## src/rtl/branch_comp_pkg.sv

```systemverilog
// branch_comp_pkg: shared width default and br_un encodings for the branch comparator
package branch_comp_pkg;
    localparam int XLEN = 32;
    localparam logic BR_SIGNED = 1'b0;
    localparam logic BR_UNSIGNED = 1'b1;
endpackage

```

## src/rtl/branch_mag_cmp.sv

```systemverilog
// branch_mag_cmp: one extended subtraction yields both equality and less-than
module branch_mag_cmp
    import branch_comp_pkg::*;
#(
    parameter int WIDTH = XLEN
) (
    input  logic [WIDTH-1:0] a,
    input  logic [WIDTH-1:0] b,
    input  logic             br_un,
    output logic             eq,
    output logic             lt
);
    logic [WIDTH:0] diff;
    // the extra bit absorbs overflow, so its value is the true sign of a-b
    always_comb begin
        diff = {(br_un == BR_SIGNED) & a[WIDTH-1], a} - {(br_un == BR_SIGNED) & b[WIDTH-1], b};
        eq = diff == '0;
        lt = diff[WIDTH];
    end
endmodule

```

## src/rtl/branch_comp.sv

```systemverilog
// branch_comp: execute-stage branch comparator with optional output register
module branch_comp
    import branch_comp_pkg::*;
#(
    parameter int WIDTH = XLEN,
    parameter int REG_OUT = 0
) (
    input  logic             clk,
    input  logic             rst,
    input  logic [WIDTH-1:0] a,
    input  logic [WIDTH-1:0] b,
    input  logic             br_un,
    output logic             br_eq,
    output logic             br_lt
);
    logic eq;
    logic lt;
    branch_mag_cmp #(.WIDTH(WIDTH)) u_cmp (
        .a(a),
        .b(b),
        .br_un(br_un),
        .eq(eq),
        .lt(lt)
    );
    if (REG_OUT != 0) begin : g_reg
        // register the flags; reset clears them at once and discards anything pending
        always_ff @(posedge clk or posedge rst) begin
            if (rst) {br_eq, br_lt} <= 2'b00;
            else {br_eq, br_lt} <= {eq, lt};
        end
    end else begin : g_comb
        logic unused_clk_rst;
        assign unused_clk_rst = clk ^ rst;
        assign br_eq = eq;
        assign br_lt = lt;
    end
endmodule

```

## config.mk

```make
export PLATFORM = sky130hd
export DESIGN_NAME = branch_comp
export DESIGN_NICKNAME = d
export VERILOG_FILES = /design/src/rtl/branch_comp_pkg.sv /design/src/rtl/branch_mag_cmp.sv /design/src/rtl/branch_comp.sv
export SDC_FILE = /design/constraint.sdc
export NUM_CORES = 1
export LEC_CHECK = 0
export ABC_AREA = 1
export CORE_ASPECT_RATIO = 1.75
export CORE_MARGIN = 3
export CORE_UTILIZATION = 48
export DETAILED_ROUTE_END_ITERATION = 7
export PLACE_DENSITY = 0.81
export SLEW_MARGIN = 0
export SYNTH_ARGS = -nofsm -noshare
export SYNTH_HDL_FRONTEND = slang
export SYNTH_SLANG_ARGS = --single-unit
```

## constraint.sdc

```tcl
create_clock -name vclk -period 2.7
set_clock_uncertainty 0.15 [all_clocks]
set_input_delay 0.405 -clock vclk [all_inputs]
set_output_delay 0.405 -clock vclk [all_outputs]
set_load 0.02 [all_outputs]
```

==> impl_metrics.toml, run 1 <==
[synthesis]
synth_most_common_cell = "nand2_1"
synth.avg_cell_area_um2 = 4.89
synth_common_cells = "nand2_1 (199), inv_1 (123), nor2_1 (57), nand3_1 (34), ha_1 (32)"
synth_area_leader_cell = "nand2_1"
netlist_area_um2 = 2780
synth_nets = 669
netlist.area_leader.share_pct = 26.9
yosys_warnings = 0
synth_cells = 569
ys_seq_area_share_pct = 0
yosysUniqueCellTypes = 24
synth_top_cells_by_area = "nand2_1 (27%), inv_1 (17%), ha_1 (14%)"

[floorplanning]
die_y_um = 107
top_level_ports = 69
die_width_um = 63.5
initial_core_util_pct = 49.8
row_count = 36

[placement]
io_buffers = 67
gp_congestion = 1.00
hpwlAfterDp_um = 9010

[cts]
post_cts_buffers = 29
cts_resized = 400
hold_buffers = 0

[status]
status = "aborted with a tool error"
lastStage = "4_1_cts"
error = "[ERROR DPL-0033] detailed placement checks failed during check placement."
==> metrics by stage <==
stage,cells,cell area (um^2),setup WS (ns),util [%],hold WS (ns)
global placement,786,4110,-1.12,73.5,2.04
detailed placement,786,4110,-1.19,73.5,2.04
floorplan,569,2790,0.0171,-,0.988
==> kinds of logic after synthesis <==
family,Yosys count,share of synthesized area (%)
AND/OR/NAND/NOR,357,57.4
buffers and inverters,137,18.6
XOR/XNOR,4,1.26
AO/OA/AOI/OAI,38,7.56
adder cells (fa/ha/maj),33,15.1
==> run 2: changes to the inputs <==
--- a/config.mk
+++ b/config.mk
@@ -6,11 +6,10 @@
 export NUM_CORES = 1
 export LEC_CHECK = 0
 export ABC_AREA = 1
-export CORE_ASPECT_RATIO = 1.75
 export CORE_MARGIN = 3
-export CORE_UTILIZATION = 48
+export CORE_UTILIZATION = 40
 export DETAILED_ROUTE_END_ITERATION = 7
-export PLACE_DENSITY = 0.81
+export PLACE_DENSITY_LB_ADDON = 0.15
 export SLEW_MARGIN = 0
 export SYNTH_ARGS = -nofsm -noshare
 export SYNTH_HDL_FRONTEND = slang
==> constraint.sdc (replaced) <==
create_clock -name vclk -period 3.5
set_clock_uncertainty 0.15 [all_clocks]
set_input_delay 0.525 -clock vclk [all_inputs]
set_output_delay 0.525 -clock vclk [all_outputs]
set_load 0.02 [all_outputs]
==> impl_metrics.toml, run 2 <==
[status]
status = "completed"

[placement]
io_buffers = 67
dp.cells = 783
hpwlAfterDp_um = 8140
place_area_um2 = 4070
gp_congestion = 0.901

[worst_setup_path]
crit_slowest_cell = "clkdlybuf4s50_1"
worst_setup_path_end_kind = "output port"
startpoint_type = "input pin"
crit_fanout = 4
cp.required_ns = 2.82
cp_top_family = "buffers and inverters"
worstSetupPathType = "in -> out"
path_buf_inv = 4
path_cells = "clkdlybuf4s50_1, inv_1, ha_4, a21oi_2, buf_4, nor2_1, o21ai_0, nand3_1, nor2_1, o21ai_2, xnor2_2, nand3_1, nor2_2, buf_6"
crit_path_max_incr_delay_ns = 0.47
worstPathArrival_ns = 2.75

[timing]
fmax_ghz = 0.292
setup_viol = 0
min_period_ns = 3.42
maxSlewHeadroom_pct = 74.1
hold_violations = 0
period_share_pct = 97.7
worst_slew_pin_slew_ns = 0.385
maxSlewViolCount = 0

[synthesis]
synth_top_cells_by_area = "nand2_1 (27%), inv_1 (17%), ha_1 (14%)"
yosys_warnings = 0
synth_area_leader_cell = "nand2_1"
yosysUniqueCellTypes = 24
synth_cells = 569
netlist.area_leader.share_pct = 26.9
synth_nets = 669
ys_seq_area_share_pct = 0
netlist_area_um2 = 2780
synth_most_common_cell = "nand2_1"
synth_common_cells = "nand2_1 (199), inv_1 (123), nor2_1 (57), nand3_1 (34), ha_1 (32)"
synth.avg_cell_area_um2 = 4.89

[final_layout]
n_antenna_cell = 0
nNetsFinal = 816
final_cell_mix = "nand2_1 (138), inv_1 (99), buf_4 (76), nand2_2 (62), clkdlybuf4s50_1 (39)"
fillerInstances = 458
clkbuf_count = 0
layout.cells.non_filler = 791
seq_cells = 0
area_growth_syn_to_layout_pct = 87.5
drive_gt1_share_pct = 44.7
register_area_um2 = 0
final_common_cell = "nand2_1"
fin_area_um2 = 5220

[power_and_ir_drop]
p_switching_uw = 489
peakVddDrop_v = 0.000103
power_uw = 901
clkPwrFrac_pct = 0
intPower_uw = 412
p_seq_share_pct = 0
p_leak_uw = 0.00288
powerDensity_nw_per_um2 = 173
switching_share_pct = 54.3
comb_power_share_pct = 100.0

[global_route]
grtUsageTotal_pct = 23.1
grt_max_degree = 6
grt_pass1_wl_um = 15000
antenna_found_initial = 0
grt_overflow = 0
grt_pass1_vias = 3510

[drt]
drt_pass1_iterations = 5
drc = 0
vias_per_cell = 5.08
drt_iter0_markers = 191
wl_per_cell_um = 14.1
vias = 4022
drt-total-wl_um = 11100
postRouteAntennaNets = 0

[floorplanning]
row_count = 29
initial_core_util_pct = 42.6
core_um2 = 6530
die_area_um2 = 7990
die_y_um = 89.4
die_width_um = 89.4
top_level_ports = 69

[job]
maxCapViolCount = 0

[hold_path]
hold_path.class = "in -> out"

[cts]
hold_buffers = 0
[run 2: cell families (layout without fill, tap and decap cells)]
logic type | count (synthesis) | in the layout | share of synthesized area, %
xor gates and xnor gates | 4 | 4 | 1.26
adders and majority gates | 33 | 33 | 15.1
buffers and inverters | 137 | 282 | 18.6
AOI/OAI and AO/OA | 38 | 38 | 7.56
and+or+nand+nor | 357 | 357 | 57.4
[run 2: repair_timing]
item,CTS,global route
pin swaps,17,87
buffers inserted,3,5
endpoints found under the setup margin,2,2
resized for setup,45,233
[run 2: per-stage QoR]
step | utilization (%) | setup slack (ns) | setup TNS, ns | hold WS [ns]
global placement | 62.4 | -0.544 | -0.978 | 2.27
floorplan | - | 0.514 | 0 | 1.23
detailed placement | 62.4 | -0.663 | -1.21 | 2.33
global route | 79.9 | -0.0421 | -0.0421 | 1.96
finish | 79.9 | 0.0793 | 0 | 1.90
CTS | 66.0 | 0.0000449 | 0 | 1.92
[run 2: final timing paths]
| path | slack, ns | endpoint | cells past startpoint | startpoint |
|---|---|---|---|---|
| setup / recovery | 0.08 | br_eq | 14 | b[25] |
| hold / removal | 1.90 | br_eq | 7 | br_un |
[run 2: routing by layer]
layer  share of wire (%)  GRT usage (%)  vias to the layer above
li1                    -              -                     2021
met1                  44           32.1                     1875
met2                  49           40.9                      109
met3                 5.5           1.29                       17
met4                 1.3           1.49                        0
met5                   0              0                        -
[run 2: final cells by class]
class	instances	area, um^2	area share, %
multi-input cells	432	3280	62.8
repair buffers	146	1330	25.5
inverters	136	513	9.83
well taps	77	96.3	1.85
[run 2: power groups by stage]
stage | sequential [uW] | combinational, uW | clock, uW
after floorplan | 0 | 375 | 0
after global placement | 0 | 649 | 0
after detailed placement | 0 | 657 | 0
after CTS | 0 | 702 | 0
after global routing | 0 | 977 | 0
final | 0 | 901 | 0
Power figures use the tool's default switching activity.
==> run 3: changes to the inputs <==
--- a/config.mk
+++ b/config.mk
@@ -14,3 +14,4 @@
 export SYNTH_ARGS = -nofsm -noshare
 export SYNTH_HDL_FRONTEND = slang
 export SYNTH_SLANG_ARGS = --single-unit
+export TNS_END_PERCENT = 10
==> results of run 3 <==
No change in the layout: final DEF, timing and power equal those of run 2.
